`config.mk`:
```
export PLATFORM = sky130hd
export DESIGN_NAME = eth_byte_fcs
export DESIGN_NICKNAME = d
export VERILOG_FILES = /design/src/rtl/eth_byte_fcs.sv
export SDC_FILE = /design/constraint.sdc
export NUM_CORES = 1
export LEC_CHECK = 0
export BUFFER_PORTS_ARGS = -buffer_cell sky130_fd_sc_hd__buf_2
export CAP_MARGIN = 20
export CORE_ASPECT_RATIO = 1.4
export CORE_MARGIN = 2
export CORE_UTILIZATION = 57
export DETAILED_ROUTE_END_ITERATION = 8
export PLACE_DENSITY = 0.85
export SYNTH_ARGS = -nofsm -noshare
export SYNTH_HDL_FRONTEND = slang
export SYNTH_SLANG_ARGS = --single-unit
```
`constraint.sdc`:
```
create_clock -name clk -period 2.6 [get_ports clk]
set_input_delay 0.52 -clock clk [delete_from_list [all_inputs] [get_ports clk]]
set_output_delay 0.52 -clock clk [all_outputs]
set_load 0.005 [all_outputs]
```
`src/rtl/eth_byte_fcs.sv`:
```
// ============================================================================
// eth_byte_fcs
// ----------------------------------------------------------------------------
// Sits behind the RMII receive stage. Takes the post-SFD dibit stream,
// reassembles it into bytes (LSB dibit first), runs the Ethernet CRC-32 over
// every dibit (FCS included) and reports per-frame status on a one-cycle
// done pulse. Emitted bytes include the four FCS bytes.
//
// Optional feature (compile-time macro ETH_MAC_FILTER_EN):
//   Destination address filter against MY_MAC and broadcast. On a mismatch,
//   byte output is suppressed from byte 6 on and addr_ok reports 0.
//   Without the macro, addr_ok is tied to 1 and every byte is emitted.
//
// Parameters
//   MIN_BYTES  frames shorter than this report runt
//   MAX_BYTES  byte count saturates here; any further byte sets oversize
//   MY_MAC     station address (filter build only)
//
// Ports
//   clk       in   1   clock
//   rst       in   1   synchronous reset, active-high
//   axiiv     in   1   dibit valid, high for the whole frame body
//   axiid     in   2   dibit
//   axiov     out  1   byte valid, one-cycle pulse per byte
//   axiod     out  8   assembled byte
//   done      out  1   one-cycle end-of-frame pulse
//   fcs_ok    out  1   CRC residue good, byte-aligned end, not oversize
//   runt      out  1   len < MIN_BYTES
//   oversize  out  1   more than MAX_BYTES bytes received
//   addr_ok   out  1   destination matched (always 1 without the filter)
//   len       out  11  byte count of the frame, FCS included (saturating)
// ============================================================================
module eth_byte_fcs #(
    parameter int          MIN_BYTES = 64,
    parameter int          MAX_BYTES = 1522,
    parameter logic [47:0] MY_MAC    = 48'h0
) (
    input  logic        clk,
    input  logic        rst,
    input  logic        axiiv,
    input  logic [1:0]  axiid,
    output logic        axiov,
    output logic [7:0]  axiod,
    output logic        done,
    output logic        fcs_ok,
    output logic        runt,
    output logic        oversize,
    output logic        addr_ok,
    output logic [10:0] len
);

    localparam logic [31:0] CRC_POLY    = 32'hEDB88320;
    localparam logic [31:0] CRC_INIT    = 32'hFFFFFFFF;
    localparam logic [31:0] CRC_RESIDUE = 32'hDEBB20E3;
    localparam logic [10:0] MAX_LEN     = 11'(MAX_BYTES);
    localparam logic [10:0] MIN_LEN     = 11'(MIN_BYTES);

    // Reflected CRC-32, two bits per call, d[0] folded in first.
    function automatic logic [31:0] crc_step(input logic [31:0] c, input logic [1:0] d);
        logic [31:0] r;
        r = c;
        for (int i = 0; i < 2; i++) begin
            r = {1'b0, r[31:1]} ^ ({32{r[0] ^ d[i]}} & CRC_POLY);
        end
        return r;
    endfunction

    // ------------------------------------------------------------------
    // Frame FSM
    // ------------------------------------------------------------------
    typedef enum logic {
        IDLE = 1'b0,
        RECV = 1'b1
    } state_t;

    state_t state_reg;
    state_t state_next;
    logic   frame_start;
    logic   frame_end;

    always_ff @(posedge clk) begin
        if (rst) begin
            state_reg <= IDLE;
        end else begin
            state_reg <= state_next;
        end
    end

    always_comb begin
        state_next = state_reg;
        case (state_reg)
            IDLE:    if (axiiv)  state_next = RECV;
            RECV:    if (!axiiv) state_next = IDLE;
            default: state_next = IDLE;
        endcase
    end

    always_comb begin
        frame_start = 1'b0;
        frame_end   = 1'b0;
        case (state_reg)
            IDLE:    frame_start = axiiv;
            RECV:    frame_end   = !axiiv;
            default: ;
        endcase
    end

    // ------------------------------------------------------------------
    // Byte assembly and CRC
    // ------------------------------------------------------------------
    logic [7:0]  sh_reg;
    logic [1:0]  dibit_ctr_reg;
    logic [10:0] byte_ctr_reg;
    logic [31:0] crc_reg;
    logic        ovf_reg;

    logic [7:0]  byte_val;
    logic        byte_take;
    logic [31:0] crc_next;
    logic        suppress;

    assign byte_val  = {axiid, sh_reg[7:2]};
    // The start cycle always carries dibit 0 of byte 0, whatever the
    // counter still holds from the previous frame.
    assign byte_take = axiiv && !frame_start && (dibit_ctr_reg == 2'd3);
    assign crc_next  = crc_step(frame_start ? CRC_INIT : crc_reg, axiid);

    always_ff @(posedge clk) begin
        if (rst) begin
            sh_reg        <= 8'h00;
            dibit_ctr_reg <= 2'd0;
            byte_ctr_reg  <= 11'd0;
            crc_reg       <= 32'h0;
            ovf_reg       <= 1'b0;
        end else if (frame_start) begin
            sh_reg        <= {axiid, 6'b0};
            dibit_ctr_reg <= 2'd1;
            byte_ctr_reg  <= 11'd0;
            crc_reg       <= crc_next;
            ovf_reg       <= 1'b0;
        end else if (axiiv) begin
            sh_reg        <= byte_val;
            dibit_ctr_reg <= dibit_ctr_reg + 2'd1;
            crc_reg       <= crc_next;
            if (byte_take) begin
                if (byte_ctr_reg == MAX_LEN) begin
                    ovf_reg <= 1'b1;
                end else begin
                    byte_ctr_reg <= byte_ctr_reg + 11'd1;
                end
            end
        end
    end

    // Byte output: one cycle after the fourth dibit.
    logic       axiov_reg;
    logic [7:0] axiod_reg;

    always_ff @(posedge clk) begin
        if (rst) begin
            axiov_reg <= 1'b0;
            axiod_reg <= 8'h00;
        end else begin
            axiov_reg <= byte_take && !suppress;
            if (byte_take && !suppress) begin
                axiod_reg <= byte_val;
            end
        end
    end

    assign axiov = axiov_reg;
    assign axiod = axiod_reg;

    // ------------------------------------------------------------------
    // Destination address filter
    // ------------------------------------------------------------------
`ifdef ETH_MAC_FILTER_EN
    logic [7:0] mac_bytes [8];
    logic [2:0] da_idx;
    logic       in_da;
    logic       mac_eq;
    logic       bc_eq;
    logic       mac_hit_reg;
    logic       bc_hit_reg;
    logic       addr_dec_reg;
    logic       addr_pass_reg;

    // Wire-order table of the station address; entries 6..7 pad the
    // table so the 3-bit index never falls outside it.
    genvar gi;
    generate
        for (gi = 0; gi < 8; gi++) begin : g_mac_byte
            if (gi < 6) begin : g_addr
                assign mac_bytes[gi] = MY_MAC[47 - 8*gi -: 8];
            end else begin : g_pad
                assign mac_bytes[gi] = 8'h00;
            end
        end
    endgenerate

    assign da_idx = byte_ctr_reg[2:0];
    assign in_da  = (byte_ctr_reg < 11'd6);
    assign mac_eq = (byte_val == mac_bytes[da_idx]);
    assign bc_eq  = (byte_val == 8'hFF);

    always_ff @(posedge clk) begin
        if (rst) begin
            mac_hit_reg   <= 1'b0;
            bc_hit_reg    <= 1'b0;
            addr_dec_reg  <= 1'b0;
            addr_pass_reg <= 1'b0;
        end else if (frame_start) begin
            mac_hit_reg   <= 1'b1;
            bc_hit_reg    <= 1'b1;
            addr_dec_reg  <= 1'b0;
            addr_pass_reg <= 1'b0;
        end else if (byte_take && in_da) begin
            mac_hit_reg <= mac_hit_reg && mac_eq;
            bc_hit_reg  <= bc_hit_reg && bc_eq;
            if (da_idx == 3'd5) begin
                addr_dec_reg  <= 1'b1;
                addr_pass_reg <= (mac_hit_reg && mac_eq) || (bc_hit_reg && bc_eq);
            end
        end
    end

    // Decision is made as byte 5 is taken, so byte 5 itself still goes out.
    assign suppress = addr_dec_reg && !addr_pass_reg;

    logic addr_res_reg;

    always_ff @(posedge clk) begin
        if (rst) begin
            addr_res_reg <= 1'b1;
        end else if (frame_start) begin
            addr_res_reg <= 1'b1;
        end else if (frame_end) begin
            // Undecided (fewer than 6 bytes) reads as a miss.
            addr_res_reg <= addr_pass_reg;
        end
    end

    assign addr_ok = addr_res_reg;
`else
    assign suppress = 1'b0;
    assign addr_ok  = 1'b1;
`endif

    // ------------------------------------------------------------------
    // End-of-frame status: captured as axiiv falls, shown with done,
    // held until the next frame starts.
    // ------------------------------------------------------------------
    logic        done_reg;
    logic        fcs_ok_reg;
    logic        runt_reg;
    logic        oversize_reg;
    logic [10:0] len_reg;

    always_ff @(posedge clk) begin
        if (rst) begin
            done_reg     <= 1'b0;
            fcs_ok_reg   <= 1'b0;
            runt_reg     <= 1'b0;
            oversize_reg <= 1'b0;
            len_reg      <= 11'd0;
        end else begin
            done_reg <= frame_end;
            if (frame_start) begin
                fcs_ok_reg   <= 1'b0;
                runt_reg     <= 1'b0;
                oversize_reg <= 1'b0;
                len_reg      <= 11'd0;
            end else if (frame_end) begin
                fcs_ok_reg   <= (crc_reg == CRC_RESIDUE) && (dibit_ctr_reg == 2'd0) && !ovf_reg;
                runt_reg     <= (byte_ctr_reg < MIN_LEN);
                oversize_reg <= ovf_reg;
                len_reg      <= byte_ctr_reg;
            end
        end
    end

    assign done     = done_reg;
    assign fcs_ok   = fcs_ok_reg;
    assign runt     = runt_reg;
    assign oversize = oversize_reg;
    assign len      = len_reg;

endmodule

```
Word level (Yosys, flattened, before mapping). Cells that the tools add are included.

Input port bits: 5. Output and inout port bits: 25. Flip-flop bits (word level): 79. Logic and storage cells: 48.

Bitwise operators: 5. Equality and inequality tests: 3. Muxes and demuxes: 10. $add $sub $neg: 2. $lt $le $gt $ge: 1. Reduce and logical (&&, ||, !) cells: 12.

Operator list (count): two-way mux 32 bit (3); XOR 31 x 32 -> 32 bit (2); == test 32 bit, second input constant (1); two-way mux 8 bit (2); adder 11 x 1 -> 11 bit, second input constant (1); == test 11 bit, second input constant (1); less-than comparator 11 x 7 -> 1 bit, second input constant (1); AND reduction 3 bit (2); two-way mux 1 bit (5); logical AND 1 bit (4); logical NOT 1 bit (3); adder 2 x 1 -> 2 bit, second input constant (1); == test 2 bit, second input constant (1); logical NOT 2 bit (1); nonzero test 2 bit (1); OR reduction 2 bit (1); XOR 1 bit (2); NOT 1 bit (1).

Logic depth before layout (Yosys ltp). Gate-level depths: netlist (run 1).

Depth in word-level cells: 8. Mapped depth: 7. Mapped depth without buffers: 7.

Least setup slack after synthesis (run 1). No wires, ideal clock.

Kind: input to register. Start: in axiiv. End: reg crc_reg[19]. Cell stages on the path: 6. Slack: 0.658 ns. Data arrival time: 1.862 ns. Data required time: 2.520 ns. Buffers on the path: 1. Library setup time: 0.080 ns. Cell sequence: buf_2 > and2b_4 > nor2_8 > xnor2_4 > xnor3_1 > a211oi_2.

Word-level cells in the longest chain between the ends: 7. Elaborated cells between the ends (all ways): 9. Classes of those cells: mux: 4; bitwise: 4; reduce/logical: 1.

RTL lines: start: declaration (line 40) `input logic axiiv,`; two-way mux 1 bit (line 101) `case (state_reg)`; two-way mux 32 bit (line 126) `assign crc_next = crc_step(frame_start ? CRC_INIT : crc_reg, axiid);`; XOR 1 bit or XOR 31 x 32 -> 32 bit (tied branches) (line 63) `r = {1'b0, r[31:1]} ^ ({32{r[0] ^ d[i]}} & CRC_POLY);`; XOR 31 x 32 -> 32 bit or XOR 1 bit (tied branches) (line 63); XOR 31 x 32 -> 32 bit (line 63); two-way mux 32 bit (line 141) `end else if (axiiv) begin`; two-way mux 32 bit (line 135) `end else if (frame_start) begin`; end signal: assignment (line 139) `crc_reg <= crc_next;`; end signal: assignment (line 144) `crc_reg <= crc_next;`; end: declaration (line 114) `logic [31:0] crc_reg;`.

Several ways; a longest one is shown, not always the timed one. The select of a mux whose other input is x is not followed. A chain may end at the register's enable or synchronous reset.

Final worst setup path (run 1).
Start: reg byte_ctr_reg[0]. End: reg byte_ctr_reg[1].

Word-level cells in the longest chain between the ends: 3. Elaborated cells between the ends (all ways): 4. Classes of those cells: add/sub: 1; eq/ne: 1; bitwise: 1; reduce/logical: 1.

RTL lines: start: declaration (line 113) `logic [10:0] byte_ctr_reg;`; start signal: assignment (line 149) `byte_ctr_reg <= byte_ctr_reg + 11'd1;`; parallel branches: the longest is 3 deep, another holds adder 11 x 1 -> 11 bit.

Parallel ways; which one is timed is not known.

==> flow_metrics.py, run 1 <==
metrics = {
    "critical_path": {
        "critical_path_class": "flip-flop to flip-flop",
        "r2r-start": "byte_ctr_reg[0]",
        "rr_worst_depth": 6,
        "crit_fanout": 6,
        "cp-startpoint": "byte_ctr_reg[0]",
        "worstSetupEndpoint": "byte_ctr_reg[1]",
        "worstSetupStartpointType": "flip-flop",
        "endpoint_kind": "flip-flop",
        "rr_endpoint": "byte_ctr_reg[1]",
        "cp.required_ns": 2.83,
        "reg2reg_slack_ns": 0.69,
        "arrival_ns": 2.15,
    },
    "routing": {
        "vias_per_cell": 5.57,
        "ant_nets": 0,
        "drtIter0Drc": 162,
        "drt-pass1-iter-count": 4,
        "drcViolationCount": 0,
        "wl_um": 7210,
        "vias": 2647,
        "routedWlPerCell_um": 15.2,
    },
    "placement": {
        "hpwl_um": 4990,
        "dpl.cell_count": 459,
        "io_buffer_count": 28,
        "gp_congestion": 0.980,
    },
    "synth": {
        "synth-seq-cells": 77,
        "async_flop_share": 0,
        "ys_types": 39,
        "yosysMostFrequentCell": "dfxtp_1",
        "yosysWarnings": 0,
        "synth_edf_count": 0,
        "yosysTopAreaCell": "dfxtp_1",
        "yosysSeqAreaShare": 0.425,
        "synth_area_leaders": "dfxtp_1 (42%), xnor3_1 (12%), nor2_1 (6.1%)",
        "synth_common_cells": "dfxtp_1 (77), nor2_1 (59), nand2_1 (47)",
        "synth_area_um2": 3630,
        "synthFlopType": "dfxtp_1",
        "syn_nets": 388,
        "synth_cells": 379,
        "synth_top_area_share": 0.425,
        "syn_area_per_cell_um2": 9.57,
    },
    "floorplanning": {
        "core_area_um2": 6170,
        "die_w_um": 71.4,
        "rows": 34,
        "dieArea_um2": 7030,
        "start_util": 0.588,
        "io_pins": 30,
        "die_h_um": 98.4,
    },
    "global_routing": {
        "antenna_found_initial": 0,
        "grt_usage": 0.217,
        "grt_pass1_wl_um": 11800,
        "grt_overflow": 0,
        "grt_max_degree": 47,
        "grt_pass1_vias": 2559,
    },
    "clock_tree": {
        "cts_hold_buf": 0,
        "post-cts-setup-buffers": 0,
        "cts_buffer_depth": 2,
        "htreeDepth": 3,
        "cts.sinks": 77,
        "cts-root-buf": "clkbuf_8",
        "cts_tree": "built",
        "clk_pin_slew_ns": 0.08,
        "cts_made_buffers": 9,
        "cts-resized-gates": 0,
        "clk_latency_ns": 0.34,
    },
    "final_layout": {
        "drive_above_1_share": 0.151,
        "nets": 407,
        "area_growth_pct": 11.5,
        "antenna_cells": 0,
        "nFillCells": 468,
        "largest_register_ffs": 32,
        "stdcell_count": 475,
    },
    "pwr": {
        "power_density_nw_per_um2": 683,
        "peakVddDrop_mv": 0.467,
        "leakage_nw": 1.75,
    },
    "timing": {
        "fin_worst_skew_ns": 0.00435,
        "fin_crit_sh": 0.736,
        "drv_slew": 0,
        "hold_violations": 0,
        "setup_viol": 0,
        "slew_headroom": 0.493,
        "fin_crit_ns": 1.91,
        "fmax_mhz": 522,
        "tns_ns": 0,
        "rsz0062_at_grt": "no",
        "worstMarginPinSlew_ns": 0.759,
    },
    "run": {
        "cap_violations": 0,
    },
    "hold_path": {
        "hp-class": "input port to flip-flop",
    },
    "run_status": {
        "status": "finished clean",
    },
}
[power breakdown]
group / total (W) / switching, W / internal (W)
Clock: 0.00110 / 0.000430 / 0.000667
Sequential: 0.00129 / 0.0000482 / 0.00124
Combinational: 0.000379 / 0.000168 / 0.000211
[layer usage]
layer,global-route usage,share of wire,vias up
li1,-,-,1307
met1,0.252,0.40,1253
met2,0.365,0.52,63
met3,0.0516,0.041,24
met4,0.113,0.035,0
met5,0,0,-
[cell usage in the layout, fill, tap and decap left out, types with 3 or more instances in the layout]
cell | Yosys | routed
dfxtp_1 | 77 | 77
nor2_1 | 59 | 59
nand2_1 | 47 | 47
buf_2 | 1 | 28
nor2b_1 | 21 | 21
a21oi_1 | 21 | 21
mux2i_1 | 20 | 20
xnor3_1 | 19 | 19
inv_1 | 15 | 15
clkbuf_8 | 0 | 10
a311oi_1 | 9 | 9
xor2_1 | 8 | 8
a211oi_2 | 6 | 6
and3_1 | 5 | 5
nor3_1 | 5 | 5
nand4_1 | 5 | 5
buf_4 | 1 | 5
nand3_1 | 4 | 4
nand4b_1 | 4 | 4
ha_1 | 4 | 4
xnor2_1 | 3 | 3
bufinv_16 | 0 | 3
[cell type report]
type / count / area [um2] / share of cell area
Tap cell: 72 / 90.1 / 0.0223
Multi-Input combinational cell: 262 / 1930 / 0.477
Inverter: 15 / 56.3 / 0.0139
Clock inverter: 5 / 108 / 0.0266
Sequential cell: 77 / 1540 / 0.381
Timing Repair Buffer: 33 / 178 / 0.0439
Clock buffer: 11 / 141 / 0.0349
[critical path, cell delays in order (launching register included)]
cell	delay, ns
dfxtp_1	0.46
inv_1	0.09
ha_1	0.20
and3_1	0.19
a31oi_1	0.45
nor2_1	0.08
a211oi_1	0.32
[worst min-delay path by stage]
stage,slack (ns),from,cells after the start,end
floorplan,0.43,sh_reg[2],2,axiod[0]
global placement,0.44,oversize,2,oversize
CTS,0.43,axiid[1],3,axiod[7]
detailed placement,0.45,axiod[7],2,axiod[7]
finish,0.44,axiid[1],3,axiod[7]
global route,0.47,axiid[1],3,axiod[7]
[stage by stage]
step	util	hold slack (ns)	worst slack, ns	total power, W	area, um2
after floorplan	-	0.431	0.658	0.00163	3630
after global placement	0.616	0.442	0.622	0.00168	3800
after detailed placement	0.616	0.445	0.566	0.00169	3800
after CTS	0.656	0.432	0.705	0.00279	4050
after global routing	0.656	0.467	0.559	0.00286	4050
final	0.656	0.445	0.685	0.00276	4050
[cell families after synthesis]
family                   count (synthesis)  synth area share
multiplexers                            21            0.0583
AND/OR/NAND/NOR                        161             0.215
buffers and inverters                   40            0.0428
AO/OA/AOI/OAI                           43            0.0845
XOR/XNOR                                32             0.160
adder cells (fa/ha/maj)                  4            0.0138
flip-flops                              77             0.425
other                                    1           0.00103
No activity file was read; power rests on OpenSTA's default activity.
==> run 2: changes to the inputs <==
--- a/config.mk
+++ b/config.mk
@@ -5,13 +5,14 @@
 export SDC_FILE = /design/constraint.sdc
 export NUM_CORES = 1
 export LEC_CHECK = 0
+export ABC_AREA = 1
 export BUFFER_PORTS_ARGS = -buffer_cell sky130_fd_sc_hd__buf_2
 export CAP_MARGIN = 20
 export CORE_ASPECT_RATIO = 1.4
 export CORE_MARGIN = 2
-export CORE_UTILIZATION = 57
+export CORE_UTILIZATION = 53
 export DETAILED_ROUTE_END_ITERATION = 8
-export PLACE_DENSITY = 0.85
+export PLACE_DENSITY = 0.83
 export SYNTH_ARGS = -nofsm -noshare
 export SYNTH_HDL_FRONTEND = slang
 export SYNTH_SLANG_ARGS = --single-unit
==> constraint.sdc (replaced) <==
create_clock -name clk -period 1.6 [get_ports clk]
set_input_delay 0.32 -clock clk [delete_from_list [all_inputs] [get_ports clk]]
set_output_delay 0.32 -clock clk [all_outputs]
set_load 0.005 [all_outputs]
==> run 2 against run 1 <==
Cell area decreased by 2.8%. Die area increased by 2.0%. Count of clock-buffer cells in the layout increased by 2. Via count increased by 18%. Combinational power increased by 21%. Non-clock buffer count increased by 17. Register-to-register slack got worse by 0.53 ns. First-iteration DRC count increased by 80%. Largest cell class unchanged.
==> flow_metrics.py, run 2 <==
metrics = {
    "clock_tree": {
        "htreeDepth": 3,
        "cts_hold_buf": 0,
        "cts_made_buffers": 9,
        "cts_buffer_depth": 2,
        "cts.sinks": 77,
        "clk_latency_ns": 0.36,
        "cts_tree": "built",
        "post-cts-setup-buffers": 0,
        "clk_pin_slew_ns": 0.07,
        "cts-root-buf": "clkbuf_8",
        "cts-resized-gates": 0,
    },
    "final_layout": {
        "antenna_cells": 0,
        "area_growth_pct": 14.1,
        "largest_register_ffs": 32,
        "layout_common_cells": "nand2_1 (105), dfxtp_1 (77), inv_1 (62)",
        "drive_above_1_share": 0.151,
        "final_common_cell": "nand2_1",
        "stdcell_area_um2": 3930,
        "nets": 519,
        "nFillCells": 550,
        "stdcell_count": 587,
    },
    "routing": {
        "drtIter0Drc": 292,
        "routedWlPerCell_um": 13.4,
        "drcViolationCount": 0,
        "vias_per_cell": 5.30,
        "ant_nets": 0,
        "wl_um": 7880,
        "vias": 3113,
        "drt-pass1-iter-count": 4,
    },
    "synth": {
        "yosysWarnings": 0,
        "syn_nets": 482,
        "yosysMostFrequentCell": "nand2_1",
        "synth-seq-cells": 77,
        "synth_area_um2": 3450,
        "synth_common_cells": "nand2_1 (105), dfxtp_1 (77), inv_1 (62)",
        "yosysTopAreaCell": "dfxtp_1",
        "synth_edf_count": 0,
        "async_flop_share": 0,
        "synthFlopType": "dfxtp_1",
        "synth_top_area_share": 0.447,
        "synth_cells": 473,
        "syn_area_per_cell_um2": 7.28,
        "ys_types": 31,
        "yosysSeqAreaShare": 0.447,
        "synth_area_leaders": "dfxtp_1 (45%), nand2_1 (11%), a21oi_1 (7.7%)",
    },
    "placement": {
        "dpl.cell_count": 571,
        "gp_congestion": 0.898,
        "post_dp_cell_area_um2": 3730,
        "hpwl_um": 5610,
        "io_buffer_count": 28,
    },
    "global_routing": {
        "grt_usage": 0.235,
        "grt_pass1_wl_um": 13300,
        "grt_pass1_vias": 2970,
        "grt_max_degree": 47,
        "antenna_found_initial": 0,
        "grt_overflow": 0,
    },
    "hold_path": {
        "hp-class": "input port to flip-flop",
    },
    "floorplanning": {
        "die_w_um": 72.1,
        "dieArea_um2": 7170,
        "start_util": 0.551,
        "core_area_um2": 6250,
        "rows": 34,
        "die_h_um": 99.4,
        "io_pins": 30,
    },
    "timing": {
        "hold_violations": 0,
        "fin_worst_skew_ns": 0.0109,
        "whs_ns": 0.293,
        "fin_crit_sh": 0.904,
        "fmax_mhz": 692,
        "setup_viol": 0,
        "drv_slew": 0,
        "tns_ns": 0,
        "fin_crit_ns": 1.45,
    },
    "critical_path": {
        "reg2reg_slack_ns": 0.15,
        "slowest_delay_ns": 0.31,
        "cpMostUsedCell": "nand2_1",
        "worstSetupEndpoint": "byte_ctr_reg[2]",
        "cp-startpoint": "byte_ctr_reg[0]",
        "arrival_ns": 1.73,
        "critical_path_class": "flip-flop to flip-flop",
        "crit_family": "simple AND/OR/NAND/NOR gates",
        "r2r-start": "byte_ctr_reg[0]",
        "crit_cells": 9,
        "cp_slowest_cell": "dfxtp_1",
        "path_buf_inv": 2,
        "crit_chain": "inv_1 > ha_1 > nand2_1 > nor3_2 > nand3_2 > nand2_4 > buf_4 > nand2_1 > a21oi_1",
        "worstSetupStartpointType": "flip-flop",
        "cp.required_ns": 1.89,
        "crit_fanout": 6,
        "rr_endpoint": "byte_ctr_reg[2]",
        "rr_worst_depth": 9,
        "endpoint_kind": "flip-flop",
    },
    "pwr": {
        "leakage_nw": 1.79,
        "peakVddDrop_mv": 0.617,
        "power_density_nw_per_um2": 994,
    },
    "run_status": {
        "status": "finished clean",
    },
    "run": {
        "cap_violations": 0,
    },
}
run 2: cell types whose count changed in the layout (fill, tap and decap cells not counted), moves of 19 or more:
cell     change
a21oi_1     +32
inv_1       +47
mux2i_1     -20
nand2_1     +58
nand3_1     +21
nor2_1      -28
nor2b_1     -21
o21ai_0     +29
xnor3_1     -19
run 2: worst reg2reg max path: cells and delay by family, from the launching register on:
| family | cells | cell delay (ns) |
|---|---|---|
| and+or+nand+nor | 5 | 0.54 |
| DFF | 1 | 0.31 |
| buffers and inverters | 2 | 0.22 |
| adders and majority gates | 1 | 0.16 |
| AOI/OAI and AO/OA | 1 | 0.15 |
run 2: area by class of cell:
cell class / instances / area (um2) / share of cell area
Clock buffer: 13 / 169 / 0.0430
Clock inverter: 3 / 18.8 / 0.00477
Inverter: 65 / 244 / 0.0620
Multi-Input combinational cell: 307 / 1560 / 0.398
Sequential cell: 77 / 1540 / 0.392
Tap cell: 72 / 90.1 / 0.0229
Timing Repair Buffer: 50 / 305 / 0.0776
run 2: layer usage:
| metal | vias up | global-route usage | part of all wire |
|---|---|---|---|
| met1 | 1428 | 0.273 | 0.41 |
| met2 | 69 | 0.405 | 0.52 |
| met4 | 0 | 0.103 | 0.025 |
| met3 | 20 | 0.0547 | 0.043 |
| met5 | - | 0 | 0 |
| li1 | 1596 | - | - |
run 2: worst min-delay path by stage:
stage	depth (start not counted)	endpoint	slack, ns	startpoint
floorplan	2	axiod[0]	0.44	sh_reg[2]
global route	3	sh_reg[7]	0.30	axiid[1]
CTS	3	sh_reg[7]	0.28	axiid[1]
detailed placement	2	axiod[3]	0.45	axiod[3]
finish	3	axiod[7]	0.29	axiid[1]
global placement	2	axiod[5]	0.45	axiod[5]
run 2: metrics by stage:
stage | setup slack, ns | total power, W | util
after floorplan | 0.272 | 0.00242 | -
after global placement | 0.133 | 0.00253 | 0.596
after detailed placement | 0.0839 | 0.00255 | 0.596
after CTS | 0.109 | 0.00391 | 0.626
after global routing | -0.00714 | 0.00409 | 0.629
final | 0.154 | 0.00391 | 0.629
run 2: kinds of logic (layout without fill, tap and decap cells):
kind of cell	after synthesis	after routing	share of synthesized area
compound gates	103	103	0.167
xor+xnor	14	14	0.0356
fa+ha+maj	4	4	0.0145
buf+inv	89	131	0.104
flops	77	77	0.447
other cells	1	1	0.00109
simple gates	185	185	0.231
run 2: report_power, final:
group / switching (W) / internal [W] / total [W]
Clock: 0.000708 / 0.000689 / 0.00140
Combinational: 0.000296 / 0.000163 / 0.000459
Sequential: 0.0000471 / 0.00201 / 0.00205
Total: 0.00105 / 0.00286 / 0.00391
==> run 3: changes to the inputs <==
--- a/config.mk
+++ b/config.mk
@@ -10,9 +10,9 @@
 export CAP_MARGIN = 20
 export CORE_ASPECT_RATIO = 1.4
 export CORE_MARGIN = 2
-export CORE_UTILIZATION = 53
+export CORE_UTILIZATION = 57
 export DETAILED_ROUTE_END_ITERATION = 8
-export PLACE_DENSITY = 0.83
+export PLACE_DENSITY = 0.85
 export SYNTH_ARGS = -nofsm -noshare
 export SYNTH_HDL_FRONTEND = slang
 export SYNTH_SLANG_ARGS = --single-unit
==> constraint.sdc (replaced) <==
create_clock -name clk -period 1.4 [get_ports clk]
set_input_delay 0.28 -clock clk [delete_from_list [all_inputs] [get_ports clk]]
set_output_delay 0.28 -clock clk [all_outputs]
set_load 0.005 [all_outputs]
==> run 3 against run 2 <==
Critical endpoint is now byte_ctr_reg[4]. Global-route usage grew 3.2 points. Cell count rose by 3.4%. The run now ends with setup timing left. Hold slack worse by 0.0063 ns. Routed wire length is 9.8% higher. Critical path depth did not move. Worst setup slack worse by 0.17 ns. Cell area grew 9.0%. Largest power group unchanged. Combinational power up 32%. Flip-flop and latch count unchanged. Maximum frequency is 1.8% higher. Largest cell class unchanged. Non-clock buffer count rose by 21. Sequential power rose by 15%.
==> flow_metrics.py, run 3 (same netlist as run 2, synthesis figures left out) <==
metrics = {
    "critical_path": {
        "endpoint_kind": "flip-flop",
        "cp_slowest_cell": "dfxtp_2",
        "critical_path_class": "flip-flop to flip-flop",
        "crit_chain": "inv_2 > ha_4 > nand2_2 > nor3_2 > nand3_2 > nand2_4 > buf_12 > nand2_1 > a21oi_2",
        "r2r-start": "byte_ctr_reg[0]",
        "worstSetupStartpointType": "flip-flop",
        "rr_endpoint": "byte_ctr_reg[4]",
        "crit_family": "simple AND/OR/NAND/NOR gates",
        "slowest_delay_ns": 0.33,
        "arrival_ns": 1.72,
        "crit_fanout": 7,
        "rr_worst_depth": 9,
        "path_buf_inv": 2,
        "cp.required_ns": 1.70,
        "reg2reg_slack_ns": -0.02,
    },
    "timing": {
        "fin_crit_ns": 1.42,
        "fin_worst_skew_ns": 0.0144,
        "fmax_mhz": 704,
        "fin_crit_sh": 1.01,
        "rsz0062_at_grt": "yes",
        "setup_viol": 7,
        "drv_slew": 0,
        "hold_violations": 0,
        "fin_ws_ns": -0.0206,
    },
    "pwr": {
        "netSwitchingFraction": 0.255,
        "clock_power_share": 0.393,
        "combPwrFrac": 0.124,
        "leakage_nw": 1.93,
        "peakVddDrop_mv": 0.816,
        "power_density_nw_per_um2": 1130,
        "switching_power_w": 0.00124,
        "power_frac_seq": 0.483,
        "p_int_w": 0.00362,
    },
    "floorplanning": {
        "io_pins": 30,
        "dieArea_um2": 6690,
        "die_w_um": 69.7,
        "start_util": 0.588,
        "rows": 33,
        "core_area_um2": 5860,
        "die_h_um": 96.0,
    },
    "clock_tree": {
        "cts-root-buf": "clkbuf_8",
        "clk_pin_slew_ns": 0.09,
        "clk_latency_ns": 0.36,
        "cts_made_buffers": 9,
        "cts_tree": "built",
        "htreeDepth": 3,
        "cts_hold_buf": 0,
        "cts_buffer_depth": 2,
        "cts.sinks": 77,
    },
    "global_routing": {
        "grt_max_degree": 24,
        "grt_overflow": 0,
        "grt_usage": 0.267,
        "grt_pass1_vias": 3280,
        "antenna_found_initial": 0,
        "grt_pass1_wl_um": 14000,
    },
    "placement": {
        "post_dp_cell_area_um2": 3910,
        "hpwl_um": 5890,
        "io_buffer_count": 28,
        "gp_congestion": 0.932,
        "dpl.cell_count": 588,
    },
    "final_layout": {
        "layout_common_cells": "nand2_1 (93), dfxtp_1 (75), inv_1 (59)",
        "final_common_cell": "nand2_1",
        "largest_register_ffs": 32,
        "antenna_cells": 0,
        "nets": 541,
        "stdcell_area_um2": 4290,
        "drive_above_1_share": 0.240,
        "area_growth_pct": 24.4,
        "stdcell_count": 607,
    },
    "run_status": {
        "status": "finished, violations left",
        "violations": "setup timing",
    },
    "hold_path": {
        "worstHoldStart": "axiiv",
        "hp-class": "input port to flip-flop",
        "min_path_cells": 3,
        "min_to": "crc_reg[26]",
    },
    "routing": {
        "wl_um": 8650,
        "vias": 3335,
        "drcViolationCount": 0,
        "drtIter0Drc": 268,
        "vias_per_cell": 5.49,
        "drt-pass1-iter-count": 7,
        "ant_nets": 0,
        "routedWlPerCell_um": 14.3,
    },
    "run": {
        "cap_violations": 0,
    },
}
## run 3: changes by cell type in the layout (fill, tap and decap cells not counted), sizes merged
cell / previous run / this run
clkbuf: 13 / 12
buf: 50 / 71
clkinv: 3 / 2
bufinv: 0 / 2
nand2: 111 / 112
## run 3: worst max path at each step
stage | cells past startpoint | endpoint | slack, ns | startpoint
CTS | 8 | byte_ctr_reg[8] | 0.007 | byte_ctr_reg[1]
global placement | 8 | fcs_ok | -0.01 | axiiv
global route | 9 | byte_ctr_reg[3] | -0.09 | byte_ctr_reg[0]
detailed placement | 8 | fcs_ok | -0.06 | axiiv
finish | 9 | byte_ctr_reg[4] | -0.02 | byte_ctr_reg[0]
floorplan | 9 | byte_ctr_reg[1] | 0.07 | byte_ctr_reg[0]
## run 3: routing by layer
| metal | GRT usage | wire length, um | vias to the layer above |
|---|---|---|---|
| met4 | 0.165 | 418 | 0 |
| met1 | 0.276 | 3310 | 1534 |
| met3 | 0.0670 | 436 | 40 |
| li1 | - | - | 1642 |
| met5 | 0 | 0 | - |
| met2 | 0.487 | 4490 | 119 |
## run 3: power by group through the flow
stage	clock network (W)	registers [W]	logic, W
3_5_place_dp	0	0.00240	0.000552
5_1_grt	0.00200	0.00236	0.000680
4_1_cts	0.00192	0.00235	0.000561
2_1_floorplan	0	0.00238	0.000378
6_report	0.00191	0.00235	0.000604
3_3_place_gp	0	0.00239	0.000538
## run 3: through the flow
stage                     hold slack [ns]  setup WS [ns]  total power [W]  TNS (ns)  utilization
after CTS                           0.244        0.00741          0.00483         0        0.707
after global placement              0.449       -0.00963          0.00293  -0.00963        0.666
final                               0.287        -0.0206          0.00486   -0.0875        0.731
after detailed placement            0.453        -0.0566          0.00295    -0.246        0.666
after global routing                0.283        -0.0852          0.00504    -0.703        0.731
after floorplan                     0.440         0.0723          0.00276         0            -
## run 3: tightest hold or removal path, cell delays in order
cell	delay, ns
buf_2	0.16
nand3_1	0.11
a21oi_1	0.06
## run 3: cell type report
cell class                 count  area, um2
multi-input combinational    308       1680
sequential                    77       1540
tap                           70       87.6
fill                         424       1580
timing repair buffer          71        500
clock buffer                  12        155
clock inverter                 4       70.1
inverter                      65        249
## run 3: what timing repair did
action                     in CTS  in global routing
setup buffers                   0                  2
hold endpoints to repair        0                  0
setup endpoints to repair      10                 42
resized for setup               4                 41
pin swaps                       0                 15
cloned                          0                  1
